==> src/rtl/shiftreg_4bit.sv <==
// Parallel-load, bidirectional serial shift register with a remaining-bits counter.
// Optional rotate input enabled by defining SHIFTREG_4BIT_ROTATE_EN.
module shiftreg_4bit #(
  parameter int WIDTH = 4
) (
  input  logic             clock,
  input  logic             clear,
  input  logic             load,
  input  logic             shift_en,
  input  logic             dir,
  input  logic             sin,
`ifdef SHIFTREG_4BIT_ROTATE_EN
  input  logic             rotate,
`endif
  input  logic [WIDTH-1:0] A,
  output logic [WIDTH-1:0] Q,
  output logic             E,
  output logic             empty
);

  localparam int CNT_W = $clog2(WIDTH + 1);

  logic [WIDTH-1:0] q_q, q_d;
  logic             e_q, e_d;
  logic [CNT_W-1:0] rem_q, rem_d;
  logic             out_bit_s;
  logic             fill_s;

  // Bit leaving the register on a shift, and the bit entering the vacated end
  always_comb begin
    if (dir) begin
      out_bit_s = q_q[WIDTH-1];
    end else begin
      out_bit_s = q_q[0];
    end
`ifdef SHIFTREG_4BIT_ROTATE_EN
    if (rotate) begin
      fill_s = out_bit_s;
    end else begin
      fill_s = sin;
    end
`else
    fill_s = sin;
`endif
  end

  // Next-state logic: load beats shift, otherwise hold
  always_comb begin
    q_d   = q_q;
    e_d   = e_q;
    rem_d = rem_q;
    if (load) begin
      q_d   = A;
      e_d   = 1'b0;
      rem_d = CNT_W'(WIDTH);
    end else if (shift_en) begin
      e_d = out_bit_s;
      if (dir) begin
        q_d = {q_q[WIDTH-2:0], fill_s};
      end else begin
        q_d = {fill_s, q_q[WIDTH-1:1]};
      end
      // Count saturates at zero so shifting an empty register stays legal
      if (rem_q != {CNT_W{1'b0}}) begin
        rem_d = rem_q - CNT_W'(1);
      end else begin
        rem_d = rem_q;
      end
    end else begin
      q_d   = q_q;
      e_d   = e_q;
      rem_d = rem_q;
    end
  end

  // State registers with synchronous clear overriding everything
  always_ff @(posedge clock) begin
    if (clear) begin
      q_q   <= {WIDTH{1'b0}};
      e_q   <= 1'b0;
      rem_q <= {CNT_W{1'b0}};
    end else begin
      q_q   <= q_d;
      e_q   <= e_d;
      rem_q <= rem_d;
    end
  end

  assign Q     = q_q;
  assign E     = e_q;
  assign empty = (rem_q == {CNT_W{1'b0}});

endmodule

==> config.mk <==
export PLATFORM = sky130hd
export DESIGN_NAME = shiftreg_4bit
export DESIGN_NICKNAME = d
export VERILOG_FILES = /design/src/rtl/shiftreg_4bit.sv
export SDC_FILE = /design/constraint.sdc
export NUM_CORES = 1
export LEC_CHECK = 0
export ABC_CLOCK_PERIOD_IN_PS = 1300
export CAP_MARGIN = 40
export CELL_PAD_IN_SITES_DETAIL_PLACEMENT = 0
export CELL_PAD_IN_SITES_GLOBAL_PLACEMENT = 1
export CORE_AREA = 2 2 43 45
export CTS_BUF_LIST = sky130_fd_sc_hd__clkbuf_16
export DETAILED_ROUTE_END_ITERATION = 8
export DIE_AREA = 0 0 45 47
export PLACE_DENSITY = 0.77
export SLEW_MARGIN = 20
export SYNTH_ARGS = -nofsm -noshare
export SYNTH_HDL_FRONTEND = slang
export SYNTH_SLANG_ARGS = --single-unit
==> constraint.sdc <==
create_clock -name clock -period 1.3 [get_ports clock]
set_input_delay 0.26 -clock clock [delete_from_list [all_inputs] [get_ports clock]]
set_output_delay 0.26 -clock clock [all_outputs]
set_load 0.01 [all_outputs]
# After elaboration in Yosys (flattened, before gate mapping)
# Cells that the tools add are included.
[word_totals] ram_bits=0 wordCells=19 latch_bits=0 mem_bits_ro=0 out_inout_bits=6 reg_bits=8 in_bits=10 n_memories=0
[classes] n_eq_ne=0 n_bitwise=0 multipliers=0 n_div=0 reduce_logical=7 muxes=7 shift=0 n_lt_le_gt_ge=0 n_addsub=1
[op_table] op="$mux 4" n=3
[op_table] op="$mux 3" n=3
[op_table] op="$reduce_and 2->1" n=2
[op_table] op="$reduce_bool 2->1" n=2
[op_table] op="$logic_not 3->1" n=1
[op_table] op="$reduce_bool 3->1" n=1
[op_table] op="$sub 3x1->3 const B" n=1
[op_table] op="$reduce_or 2->1" n=1
[op_table] op="$mux 1" n=1

# Logic depth before layout (Yosys ltp)
[logic_depth] depth_word=4 depth_mapped=5 mapped_depth_nobuf=5

# Worst setup path before layout
# OpenSTA, ideal clock, no wires.
[synth_path] kind="register to register" startpoint="register rem_q[0]" endpoint="register rem_q[1]" setup_ns=0.092 path_stages_with_launch=6 n_path_buf=0 required_time_ns=1.208 path_slack_ns=0.266 synth_period_minus_slack_ns=1.034 arrival_ns=0.942 path_cell_list="dfxtp_1 > inv_1 > ha_1 > nand2b_1 > and3_1 > nor4_1"
[synth_between] elab_chain_cells=2 elab_cells_between_ends=3 cone_classes="1 x add/sub; 2 x reduce/logical"
[synth_rtl] item="from (decl)" line="25" text="logic [CNT_W-1:0] rem_q, rem_d;"
[synth_rtl] item="from (signal assigned)" line="81" text="rem_q <= {CNT_W{1'b0}};"
[synth_rtl] item="from (signal assigned)" line="85" text="rem_q <= rem_d;"
[synth_rtl] item="parallel branches: the longest is 2 deep, another holds $sub 3x1->3"
# Several ways; the timed one is not identified.
# A chain may end at the register's enable or synchronous reset.

# Worst setup path after layout
[layout_path] startpoint="register rem_q[1]" endpoint="output empty"
[layout_between] elab_chain_cells=1
[layout_rtl] item="$logic_not 3->1" line="91" text="assign empty = (rem_q == {CNT_W{1'b0}});"
[layout_rtl] item="to (decl)" line="18" text="output logic empty"
# No other way between the ends.

==> summary.txt <==
Critical path
  • CP arrival: 980 ps
  • RR Startpoint: rem_q[0]$_SDFFE_PP0P_
  • Crit Path Max Fanout: 2
  • Reg2reg setup slack: 110 ps
  • Worst Setup Start Kind: flop
  • CP endpoint kind: primary output
  • Setup Crit Path Kind: flop to primary output
  • Worst-path cell chain: inv_2 > ha_4 > nand2b_4 > inv_1 > buf_2
  • Crit path max-delay cell type: dfxtp_2
  • Max incr delay on CP: between 300 and 400 ps
  • Required @ worst endpoint: 1040 ps
  • Crit path from: rem_q[1]$_SDFFE_PP0P_

Logic synthesis
  • Sequential share of the synthesized area: 36.2%
  • Synth top area share: 36.2%
  • Syn Area/Cell: 8.68 µm²
  • Area leader, netlist: dfxtp_1
  • Synth Cell Area: 443 µm²
  • Yosys cell types: 18
  • Synth area leaders: dfxtp_1, mux2i_1, a211o_1, a21oi_1, nor2_1
  • Number of synthesized register bits: 8
  • Top post-synthesis cells by count: dfxtp_1, nor2_1, a21oi_1
  • Asr flop ratio synth: 0%
  • Main synth FF type: dfxtp_1
  • Cells after Synth: 51
  • Yosys Warn Count: 0
  • Most numerous cell in the Yosys netlist: dfxtp_1
  • Mapped Nets: 63
  • EDFF count, synth: 0

Clock network
  • Post-CTS Hold Fix Bufs: 0
  • Clk buf depth: 2
  • Clock sinks: 8
  • Root buf cell: clkbuf_16
  • Setup bufs post-CTS: 0
  • CTS Buf Count: 3
  • H-tree levels: 1
  • Worst-Skew Late Latency: between 200 and 250 ps
  • CTS clk-pin slew, worst paths: ~40 ps
  • CTS tree: built

Final layout
  • Layout Utilization: between 40 and 50%
  • Final nets: between 80 and 90
  • Share of post-route cells with drive strength above 1: 24.3%
  • Post-Layout Cell Count: 91
  • Layout area overhead: 65.5%
  • Antenna cells: 0

Global routing
  • First-pass GRT wire length: 1640 µm
  • Largest net degree at the start of global routing: 14
  • GRT met2 Usage: 21.4%
  • Met1 usage: 10.7%
  • Top Usage Layer GRT: met2
  • GRT Util Overall: between 10 and 15%
  • Initial antenna violation count: 0
  • Vias in the first global route: ~410
  • Met3 usage: 3.46%
  • Grt total ovfl: 0

Pwr
  • Static Leak: 0.344 nW
  • Final Power: about 930 µW
  • PD cells: approximately 1300 nW/µm²
  • Worst vdd ir: approximately 0.7 mV

Detailed routing
  • Drt first pass iters: 4
  • Routed wire per std cell: about 11 µm
  • Drt initial violations: 3
  • DRC: 0
  • Routed WL: 1040 µm
  • Antenna viol nets, final: 0
  • Vias: approximately 430
  • Vias per cell: 4.75

Placed design
  • Dpl cells: around 90
  • Port buffer count: 15
  • Placer Congestion: approximately 0.71
  • Dpl ws: -186 ps
  • DPL Wire Length: 748 µm

Floorplan
  • Die width: 45 µm
  • Core area: between 1500 and 2000 µm²
  • Row count: 15
  • DIE HEIGHT: 47 µm
  • # IOs: 16
  • Starting density of the core: about 27%
  • Area of the die: 2120 µm²

STA
  • Slew Limit Fails: 0
  • Unrepaired setup endpoints after global routing: no
  • Worst slew pin tran: 257 ps
  • Final period utilization: 95.1%
  • Final WS setup: 63.9 ps
  • Worst Skew: 0.992 ps
  • Max_slew headroom: between 80% and 90%
  • Period minus WS final: 1240 ps
  • Final Hold Fails: 0
  • Final setup viols: 0
  • Fmax: 809 MHz

Hold path
  • Worst hold start: rem_q[1]$_SDFFE_PP0P_
  • Worst hold path type: flop to flop

Job
  • Max Cap Viol: 0

Outcome
  • Status: complete, no violations
per-stage QoR:
| stage | setup TNS, ps | hold WS, ps | area, µm² |
|---|---|---|---|
| 5_1_grt | 0 | 536 | 733 |
| 2_1_floorplan | 0 | 329 | 443 |
| 3_3_place_gp | -1000 | 503 | 644 |
| 4_1_cts | 0 | 517 | 712 |
| 3_5_place_dp | -1130 | 515 | 644 |
| 6_report | 0 | 517 | 733 |
critical path: cells and delay by family, from the launching register on:
family / cells / cell delay (ps)
adders and majority gates: 1 / 160
buffers and inverters: 3 / 210
and+or+nand+nor: 1 / 60
DFF: 1 / 320
where the power goes:
group / leakage (nW) / internal, mW / switching, mW
Clock: 0.0370 / 0.396 / 0.112
Sequential: 0.0669 / 0.262 / 0.0115
Combinational: 0.240 / 0.0882 / 0.0643
path summary, 6_finish.rpt:
kind / to / depth (start not counted)
setup reg to reg: rem_q[2]$_SDFFE_PP0P_ / 6
setup / recovery: empty / 5
hold / removal: rem_q[1]$_SDFFE_PP0P_ / 2
hold reg to reg: rem_q[1]$_SDFFE_PP0P_ / 2
final cells by class:
type / instances / area (µm²)
Inverter: 3 / 11.3
Tap cell: 17 / 21.3
Multi-Input combinational cell: 37 / 262
Timing Repair Buffer: 23 / 201
Clock buffer: 3 / 75.1
Fill cell: 169 / 918
Sequential cell: 8 / 163
metal layers:
layer  part of all wire [%]  up-vias
met4                      0        0
met2                     53       13
met1                     40      195
met5                      0        -
li1                       -      224
met3                    6.5        0
cell usage in the layout (no fill, tap or decap):
master and n:
nand2b_4 1, nand3_1 1, a311oi_1 1, nand2_1 4
a21boi_0 2, a211o_1 4, nor4_1 1, and3_1 1
o21ai_0 1, dfxtp_1 6, dlymetal6s2s_1 1, inv_1 1
nor2_1 7, a21oi_1 6, a21o_1 1, clkbuf_16 3
dfxtp_2 2, inv_2 2, mux2i_1 5, ha_1 1
ha_4 1, dlygate4sd2_1 5, buf_2 1, clkdlybuf4s50_1 8
buf_4 8
cells by family after synthesis:
family / after synthesis / share of synthesized area [%]
AO/OA/AOI/OAI: 15 / 22.9
multiplexers: 5 / 11.3
flip-flops: 8 / 36.2
adder cells (fa/ha/maj): 2 / 5.65
AND/OR/NAND/NOR: 15 / 14.7
buffers and inverters: 6 / 9.32
sequential cells by signal, summed over array words and instances (netlist names):
name,flops
E,1
Q,4
rem_q,3
what timing repair did:
action	CTS	global route
endpoints found under the hold margin	0	0
gates cloned	0	0
setup endpoints to repair	6	6
resized for setup	11	6
Note: power is estimated with default switching activity, not from simulation.
